## src/rtl/move_input_ctrl_if.sv

```systemverilog
// Handshake and cursor bundle between the keyboard input stage and the game FSM.
interface move_input_ctrl_if;
    logic [7:0] keycode;
    logic       enable;
    logic       new_round;
    logic       move_ack;
    logic [3:0] cursor_x;
    logic [3:0] cursor_y;
    logic       move_valid;
    logic [3:0] move_x;
    logic [3:0] move_y;

    // Game FSM / keyboard side: drives keys and control, consumes moves.
    modport master (
        output keycode, enable, new_round, move_ack,
        input  cursor_x, cursor_y, move_valid, move_x, move_y
    );

    // Input stage side: turns keys into a cursor and pending moves.
    modport slave (
        input  keycode, enable, new_round, move_ack,
        output cursor_x, cursor_y, move_valid, move_x, move_y
    );
endinterface

```

## src/rtl/move_input_ctrl.sv

```systemverilog
// Keyboard input stage: edge-detected, auto-repeating wrap-around cursor
// with a valid/ack move handshake towards the game round FSM.
module move_input_ctrl #(
    parameter int GRID_W        = 10,
    parameter int GRID_H        = 10,
    parameter int REPEAT_DELAY  = 25000000,
    parameter int REPEAT_PERIOD = 5000000
) (
    input  logic             CLK,
    input  logic             RESET,
    move_input_ctrl_if.slave bus
);

    localparam int CNT_MAX = (REPEAT_DELAY > REPEAT_PERIOD) ? REPEAT_DELAY : REPEAT_PERIOD;
    localparam int CW      = $clog2(CNT_MAX + 1);

    localparam logic [CW-1:0] LOAD_DELAY  = CW'(REPEAT_DELAY);
    localparam logic [CW-1:0] LOAD_PERIOD = CW'(REPEAT_PERIOD);
    localparam logic [3:0]    X_MAX       = 4'(GRID_W - 1);
    localparam logic [3:0]    Y_MAX       = 4'(GRID_H - 1);

    typedef enum logic [1:0] {
        S_IDLE,
        S_HELD,
        S_FIRE,
        S_RELEASE
    } state_t;

    typedef enum logic [2:0] {
        K_NONE,
        K_UP,
        K_DOWN,
        K_LEFT,
        K_RIGHT,
        K_FIRE
    } key_t;

    function automatic key_t decode(input logic [7:0] code);
        case (code)
            8'h1A:   return K_UP;
            8'h16:   return K_DOWN;
            8'h04:   return K_LEFT;
            8'h07:   return K_RIGHT;
            8'h28:   return K_FIRE;
            default: return K_NONE;
        endcase
    endfunction

    state_t        state, state_n;
    logic [CW-1:0] cnt, cnt_n;
    logic [7:0]    key_r, key_prev;
    logic [3:0]    cx, cx_n, cy, cy_n;
    logic [3:0]    mx, mx_n, my, my_n;
    logic          mv, mv_n;

    key_t key_cur;
    logic key_changed;
    logic new_press;
    logic do_step;

    assign key_cur     = decode(key_r);
    assign key_changed = (key_r != key_prev);
    assign new_press   = key_changed && (key_cur != K_NONE);

    // Registers: key history, FSM state, repeat counter, cursor and move latch.
    always_ff @(posedge CLK) begin
        if (RESET) begin
            key_r    <= '0;
            key_prev <= '0;
            state    <= S_IDLE;
            cnt      <= '0;
            cx       <= '0;
            cy       <= '0;
            mv       <= 1'b0;
            mx       <= '0;
            my       <= '0;
        end else begin
            key_r    <= bus.keycode;
            key_prev <= key_r;
            state    <= state_n;
            cnt      <= cnt_n;
            cx       <= cx_n;
            cy       <= cy_n;
            mv       <= mv_n;
            mx       <= mx_n;
            my       <= my_n;
        end
    end

    // Next-state logic: key handling per state, cursor stepping, then new_round override.
    always_comb begin
        state_n = state;
        cnt_n   = cnt;
        cx_n    = cx;
        cy_n    = cy;
        mv_n    = mv;
        mx_n    = mx;
        my_n    = my;
        do_step = 1'b0;

        case (state)
            S_IDLE: begin
                cnt_n = '0;
                if (bus.enable && new_press) begin
                    if (key_cur == K_FIRE) begin
                        mv_n    = 1'b1;
                        mx_n    = cx;
                        my_n    = cy;
                        state_n = S_FIRE;
                    end else begin
                        do_step = 1'b1;
                        cnt_n   = LOAD_DELAY;
                        state_n = S_HELD;
                    end
                end
            end
            S_HELD: begin
                if (!bus.enable) begin
                    state_n = S_IDLE;
                    cnt_n   = '0;
                end else if (key_changed) begin
                    // A change of key pre-empts the repeat timer entirely.
                    if (key_cur == K_NONE) begin
                        state_n = S_IDLE;
                        cnt_n   = '0;
                    end else if (key_cur == K_FIRE) begin
                        mv_n    = 1'b1;
                        mx_n    = cx;
                        my_n    = cy;
                        cnt_n   = '0;
                        state_n = S_FIRE;
                    end else begin
                        do_step = 1'b1;
                        cnt_n   = LOAD_DELAY;
                    end
                end else if (cnt <= CW'(1)) begin
                    do_step = 1'b1;
                    cnt_n   = LOAD_PERIOD;
                end else begin
                    cnt_n = cnt - CW'(1);
                end
            end
            S_FIRE: begin
                if (mv && bus.move_ack) begin
                    mv_n    = 1'b0;
                    state_n = S_RELEASE;
                end
            end
            S_RELEASE: begin
                if (key_cur == K_NONE) begin
                    state_n = S_IDLE;
                end
            end
            default: begin
                state_n = S_IDLE;
                cnt_n   = '0;
            end
        endcase

        if (do_step) begin
            case (key_cur)
                K_UP:    cy_n = (cy == 4'd0)  ? Y_MAX : cy - 4'd1;
                K_DOWN:  cy_n = (cy == Y_MAX) ? 4'd0  : cy + 4'd1;
                K_LEFT:  cx_n = (cx == 4'd0)  ? X_MAX : cx - 4'd1;
                K_RIGHT: cx_n = (cx == X_MAX) ? 4'd0  : cx + 4'd1;
                default: ;
            endcase
        end

        if (bus.new_round) begin
            cx_n    = '0;
            cy_n    = '0;
            mv_n    = 1'b0;
            cnt_n   = '0;
            state_n = S_IDLE;
        end
    end

    assign bus.cursor_x   = cx;
    assign bus.cursor_y   = cy;
    assign bus.move_valid = mv;
    assign bus.move_x     = mx;
    assign bus.move_y     = my;

endmodule

```

## src/flat_wrapper.sv

```systemverilog
// flat-port wrapper written by rule: the top's interface ports become plain ports
module move_input_ctrl_flat 
#(
    parameter int GRID_W        = 10,
    parameter int GRID_H        = 10,
    parameter int REPEAT_DELAY  = 25000000,
    parameter int REPEAT_PERIOD = 5000000
)
  (CLK, RESET, bus_keycode, bus_enable, bus_new_round, bus_move_ack, bus_cursor_x, bus_cursor_y, bus_move_valid, bus_move_x, bus_move_y);
  move_input_ctrl_if bus_i ();
  input  logic CLK;
  input  logic RESET;
  input wire logic [$bits(bus_i.keycode)-1:0] bus_keycode;
  input wire logic [$bits(bus_i.enable)-1:0] bus_enable;
  input wire logic [$bits(bus_i.new_round)-1:0] bus_new_round;
  input wire logic [$bits(bus_i.move_ack)-1:0] bus_move_ack;
  output wire logic [$bits(bus_i.cursor_x)-1:0] bus_cursor_x;
  output wire logic [$bits(bus_i.cursor_y)-1:0] bus_cursor_y;
  output wire logic [$bits(bus_i.move_valid)-1:0] bus_move_valid;
  output wire logic [$bits(bus_i.move_x)-1:0] bus_move_x;
  output wire logic [$bits(bus_i.move_y)-1:0] bus_move_y;
  assign bus_i.keycode = bus_keycode;
  assign bus_i.enable = bus_enable;
  assign bus_i.new_round = bus_new_round;
  assign bus_i.move_ack = bus_move_ack;
  assign bus_cursor_x = bus_i.cursor_x;
  assign bus_cursor_y = bus_i.cursor_y;
  assign bus_move_valid = bus_i.move_valid;
  assign bus_move_x = bus_i.move_x;
  assign bus_move_y = bus_i.move_y;
  move_input_ctrl #(.GRID_W(GRID_W), .GRID_H(GRID_H), .REPEAT_DELAY(REPEAT_DELAY), .REPEAT_PERIOD(REPEAT_PERIOD)) u_core (.CLK(CLK), .RESET(RESET), .bus(bus_i));
endmodule
```

## config.mk

```make
export PLATFORM = sky130hd
export DESIGN_NAME = move_input_ctrl_flat
export DESIGN_NICKNAME = d
export VERILOG_FILES = /design/src/rtl/move_input_ctrl_if.sv /design/src/rtl/move_input_ctrl.sv /design/src/flat_wrapper.sv
export SDC_FILE = /design/constraint.sdc
export NUM_CORES = 1
export LEC_CHECK = 0
export BUFFER_PORTS_ARGS = -buffer_cell sky130_fd_sc_hd__buf_2
export CAP_MARGIN = 15
export CORE_MARGIN = 4
export CORE_UTILIZATION = 54
export DETAILED_ROUTE_END_ITERATION = 12
export PLACE_DENSITY = 0.86
export SLEW_MARGIN = 20
export SYNTH_ARGS = -nofsm -noshare
export SYNTH_HDL_FRONTEND = slang
export SYNTH_SLANG_ARGS = --single-unit
```

## constraint.sdc

```tcl
create_clock -name CLK -period 2.1 [get_ports CLK]
set_clock_uncertainty 0.05 [all_clocks]
set_input_delay 0.105 -clock CLK [delete_from_list [all_inputs] [get_ports CLK]]
set_output_delay 0.105 -clock CLK [all_outputs]
set_load 0.01 [all_outputs]
```

* After elaboration in Yosys (flattened, before gate mapping)
Index checks and enable logic that the tools add are counted.
** Storage, ports and cells
- Output and inout bits :: 17
- Memories :: 0
- Register bits after elaboration :: 60
- Bits in read-only memories :: 0
- Memory bits (writable) :: 0
- Logic and storage cells :: 106
- Input port bits :: 13
- Bits in latches :: 0
** Operators by class
- Mux-type cells :: 49
- Div/mod/pow operators :: 0
- Shift-type cells :: 0
- Add/sub/neg operators :: 5
- Reduce and logical (&&, ||, !) cells :: 18
- Magnitude comparators :: 1
- Equality and inequality tests :: 24
- $mul :: 0
- Bitwise logic cells :: 0
** Operators with widths (number)
- $mux W25 :: 6
- $mux W4 :: 14
- $pmux W25 S2 :: 1
- $pmux W4 S2 :: 4
- $le A25 B1 Y1 const B :: 1
- $sub A25 B1 Y25 const B :: 1
- $eq A8 B3 Y1 const B :: 2
- $eq A8 B5 Y1 const B :: 2
- $mux W2 :: 8
- $pmux W3 S5 :: 1
- $mux W1 :: 12
- $reduce_and A5 Y1 :: 2
- $add A4 B1 Y4 const B :: 2
- $eq A4 B4 Y1 const B :: 2
- $eq A8 B6 Y1 const B :: 1
- $logic_not A4 Y1 :: 2
- $ne A2 B1 Y1 const B :: 4
- $ne A8 B8 Y1 :: 1
- $pmux W2 S4 :: 1
- $sub A4 B1 Y4 const B :: 2
- $eq A3 B2 Y1 const B :: 2
- $eq A3 B3 Y1 const B :: 2
- $reduce_and A6 Y1 :: 1
- $reduce_bool A2 Y1 :: 3
- other kinds (14) :: 20

* Logic depth before layout (Yosys ltp)
- Depth after elaboration :: 9
- Mapped depth :: 9
- Depth with buffers taken out :: 8

* Worst setup path after synthesis
No wires, ideal clock.
- Path kind :: register to register
- Start point :: reg u_core.cnt[8]
- End point :: reg u_core.cnt[0]
- Setup time :: 0.121 ns
- Period minus slack after synthesis :: 2.337 ns
- Path slack :: -0.237 ns
- Arrival time :: 2.165 ns
- Cell stages (with the launch flop) :: 9
- Path through :: dfxtp_1 or4_1 buf_2 nor4_4 and4_1 buf_2 nor2_1 o21ai_4 nor2_1
** On the way
- Word-level cells in the longest chain between the ends :: 5
** RTL lines
- start: declaration :: line move_input_ctrl.sv:50 : logic [CW-1:0] cnt, cnt_n;
- start signal: assignment :: line move_input_ctrl.sv:81 : cnt <= cnt_n;
- $le A25 B1 Y1 :: line move_input_ctrl.sv:136 : end else if (cnt <= CW'(1)) begin
- $mux W25 :: line move_input_ctrl.sv:136
- $mux W25 :: line move_input_ctrl.sv:121 : end else if (key_changed) begin
- $mux W25 :: line move_input_ctrl.sv:118 : if (!bus.enable) begin
- $pmux W25 S2 :: line move_input_ctrl.sv:101 : case (state)
Every way passes these cells.
A chain may end at the register's enable or synchronous reset.

* Worst setup path in the final report
- Start point :: reg u_core.key_r[4]
- End point :: reg u_core.cx[3], in the netlist u_core.bus.cursor_x[3]
** On the way
- Word-level cells in the longest chain between the ends :: 9
- Elaborated cells between the ends (all ways) :: 23
- Those cells by class :: eq/ne (9); mux (8); reduce/logical (6)
** RTL lines
- start: declaration :: line move_input_ctrl.sv:51 : logic [7:0] key_r, key_prev;
- start signal: assignment :: line move_input_ctrl.sv:78 : key_r <= bus.keycode;
- $eq A8 B6 Y1, or another cell as far along :: line move_input_ctrl.sv:39 : case (code)
- $pmux W3 S5 :: line move_input_ctrl.sv:39
- $eq A3 B3 Y1 :: line move_input_ctrl.sv:105, move_input_ctrl.sv:126
- $mux W1 :: line move_input_ctrl.sv:105, move_input_ctrl.sv:126
- $mux W1 :: line move_input_ctrl.sv:123 : if (key_cur == K_NONE) begin
- $mux W1 :: line move_input_ctrl.sv:121
- $mux W1 :: line move_input_ctrl.sv:118
- $pmux W1 S2 :: line move_input_ctrl.sv:101
- $reduce_and A2 Y1 (no line)
- end signal: assignment :: line move_input_ctrl.sv:82 : cx <= cx_n;
- end: declaration :: line move_input_ctrl.sv:52 : logic [3:0] cx, cx_n, cy, cy_n;
Several ways; a longest one is shown, not always the timed one.

==> flow_metrics.env <==
export IMPL_drt_iter0_markers=370
export IMPL_placed_area_um2=4250
export IMPL_post_drt_wl_per_cell_um=19.3
export IMPL_syn_avg_cell_area_um2=8.38
export IMPL_status="finished, violations left"
export IMPL_utilization=0.803
export IMPL_grt_pass1_wl_um=17800
export IMPL_fmax_mhz=436
export IMPL_grt_max_degree=27
export IMPL_criticalPathCategory="reg2reg"
export IMPL_vias=3861
export IMPL_hold_viol_final=0
export IMPL_fin_setup_tns_ns=-4.05
export IMPL_ir_drop_uv=472
export IMPL_drt_first_pass_iters=9
export IMPL_diodes=0
export IMPL_rows=28
export IMPL_ys_flop_type="dfxtp_1"
export IMPL_cp_common_cell="buf_4"
export IMPL_io_pins=30
export IMPL_drc=0
export IMPL_dp_hpwl_um=7240
export IMPL_total_power_mw=2.40
export IMPL_hold_slack_ns=0.0111
export IMPL_crit_path_end_kind="register"
export IMPL_gp_congestion=0.991
export IMPL_rrSetupSlack_ns=-0.20
export IMPL_die_area_um2=7690
export IMPL_syn2layout_area_growth_pct=41.1
export IMPL_worst_setup_path_start_kind="register"
export IMPL_worst_pin_slew_ns=0.535
export IMPL_yosys_area_top_type="dfxtp_1"
export IMPL_p_leak_nw=2.03
export IMPL_final_nets=542
export IMPL_die_h_um=87.7
export IMPL_slowest_stage="or4bb_4"
export IMPL_synth_warnings=0
export IMPL_slowest_delay_ns=0.54
export IMPL_yosysTopAreaCellShare=0.350
export IMPL_arrival_ns=2.49
export IMPL_synth_area_leaders="dfxtp_1 (35%), nor2b_1 (4.2%), nor2_1 (3.7%)"
export IMPL_clock_path_buffers=2
export IMPL_ys_types=68
export IMPL_path_cells="buf_4, or4bb_4, o21ai_2, a32oi_4, nor4_4, buf_4, buf_4, o211ai_1, o211a_1"
export IMPL_stdcell_count=607
export IMPL_portBuffers=29
export IMPL_overflow=0
export IMPL_cap_violations=0
export IMPL_cp_required_ns=2.29
export IMPL_via_per_inst=6.36
export IMPL_grt_setup_unrepaired="yes"
export IMPL_slew_violations=0
export IMPL_hp_class="in2reg"
export IMPL_grt_pass1_vias=3757
export IMPL_dp_slack_ns=-0.246
export IMPL_period_share=1.09
export IMPL_clk_latency_ns=0.35
export IMPL_cts_tree="yes"
export IMPL_synthArstFlopShare=0
export IMPL_dpl_cell_count=575
export IMPL_p_per_area_nw_per_um2=495
export IMPL_initial_core_util=0.569
export IMPL_root_buffer="clkbuf_8"
export IMPL_htreeDepth=3
export IMPL_core_area_um2=6030
export IMPL_synth_edf_count=0
export IMPL_maxSlewHeadroom=0.640
export IMPL_failed_checks="negative setup slack"
export IMPL_worst_slack_ns=-0.196
export IMPL_grt_use_total=0.299
export IMPL_mappedNetlistArea_um2=3430
export IMPL_clk_pin_slew_ns=0.07
export IMPL_fp_dieW_um=87.7
export IMPL_cts_sinks=60
export IMPL_drive_gt1_frac=0.393
export IMPL_cts_buffers=9
export IMPL_syn_inst=409
export IMPL_drt_wl_total_um=11700
export IMPL_antenna_found_initial=0
export IMPL_syn_nets=424
export IMPL_crit_path_max_fanout=4
export IMPL_ant_nets=0
export IMPL_synth_seq_cells=60
export IMPL_final_cell_area_um2=4840
export IMPL_final_min_clock_period_ns=2.30
export IMPL_finalSetupViolCount=41
export IMPL_ys_seq_area_frac=0.350
-- timing repair --
item	in CTS	in global routing
gates resized for setup	37	30
hold buffers	8	0
pin swaps	14	14
gates cloned	1	0
setup buffers	5	3
hold endpoints to repair	8	0
setup endpoints to repair	41	44
-- synth_stat cells (all sizes together) (3+ instances only) --
cell / instances
o31ai: 4
nand2: 28
nor2: 35
and2: 5
buf: 6
o21a: 5
a21oi: 13
clkbuf: 20
nand3: 14
a221oi: 5
a211oi: 3
o21ba: 3
nor4: 16
o211ai: 8
o211a: 3
or2: 5
o21ai: 25
a31oi: 3
a311oi: 3
inv: 11
nand2b: 7
or4: 4
xor2: 12
xnor2: 12
dfxtp: 60
and3: 3
mux2i: 12
or3: 6
nor3: 12
nor2b: 23
nand4: 5
-- worst max-delay path: cells and delay by family, from the launching register on --
family / cells / cell delay, ns
AOI/OAI and AO/OA: 4 / 0.47
buffers and inverters: 3 / 0.48
DFF: 1 / 0.32
and+or+nand+nor: 2 / 0.86
-- path summary, 6_finish.rpt --
path                        start                endpoint  cells after the start
setup / recovery  u_core.key_r[4]  u_core.bus.cursor_x[3]                      9
hold / removal      bus_new_round  u_core.bus.cursor_y[0]                      3
hold reg to reg    u_core.cnt[20]          u_core.cnt[20]                      2
setup reg to reg  u_core.key_r[4]  u_core.bus.cursor_x[3]                      9
-- area by class of cell --
class,instances,area (um^2)
Multi-Input combinational cell,311,2340
Tap cell,75,93.8
Clock inverter,6,41.3
Clock buffer,10,128
Timing Repair Buffer,133,976
Fill cell,352,1190
Inverter,12,45.0
Sequential cell,60,1210
-- state kept, by name, indices dropped and copies added, names as in the netlist --
name                   flops
u_core.state               2
u_core.bus.cursor_y        4
u_core.bus.cursor_x        4
u_core.key_prev            8
u_core.bus.move_x          4
u_core.bus.move_valid      1
u_core.key_r               8
u_core.bus.move_y          4
u_core.cnt                25
-- metal layers --
layer | global-route usage | up-vias | wire [um]
li1 | - | 1721 | -
met1 | 0.327 | 1812 | 4320
met2 | 0.522 | 247 | 5910
met3 | 0.0781 | 81 | 887
met4 | 0.167 | 0 | 572
met5 | 0 | - | 0
-- where the power goes --
group / switching (mW) / internal [mW]
logic: 0.154 / 0.147
registers: 0.0142 / 1.15
clock network: 0.500 / 0.425
-- placed cells by master (no fill, tap or decap), drive strengths merged, types with 3 or more instances in the layout --
master         n
a211oi         3
a21oi         13
a221oi         5
a311oi         3
a31oi          3
and2           5
and3           3
buf          125
clkbuf        10
clkinv         4
clkinvlp       3
dfxtp         60
dlygate4sd3    8
inv           11
mux2i         12
nand2         28
nand2b         7
nand3         14
nand4          5
nor2          35
nor2b         23
nor3          12
nor4          16
o211a          3
o211ai         8
o21a           5
o21ai         25
o21ba          3
o31ai          4
or2            5
or3            6
or4            4
xnor2         12
xor2          12
-- kinds of logic after synthesis --
kind of cell	Yosys count	synth area share
DFF	60	0.350
and+or+nand+nor	176	0.292
adders and majority gates	2	0.00730
buffers and inverters	38	0.0456
muxes	13	0.0383
xor gates and xnor gates	24	0.0613
AOI/OAI and AO/OA	96	0.205
Power figures use the tool's default switching activity.
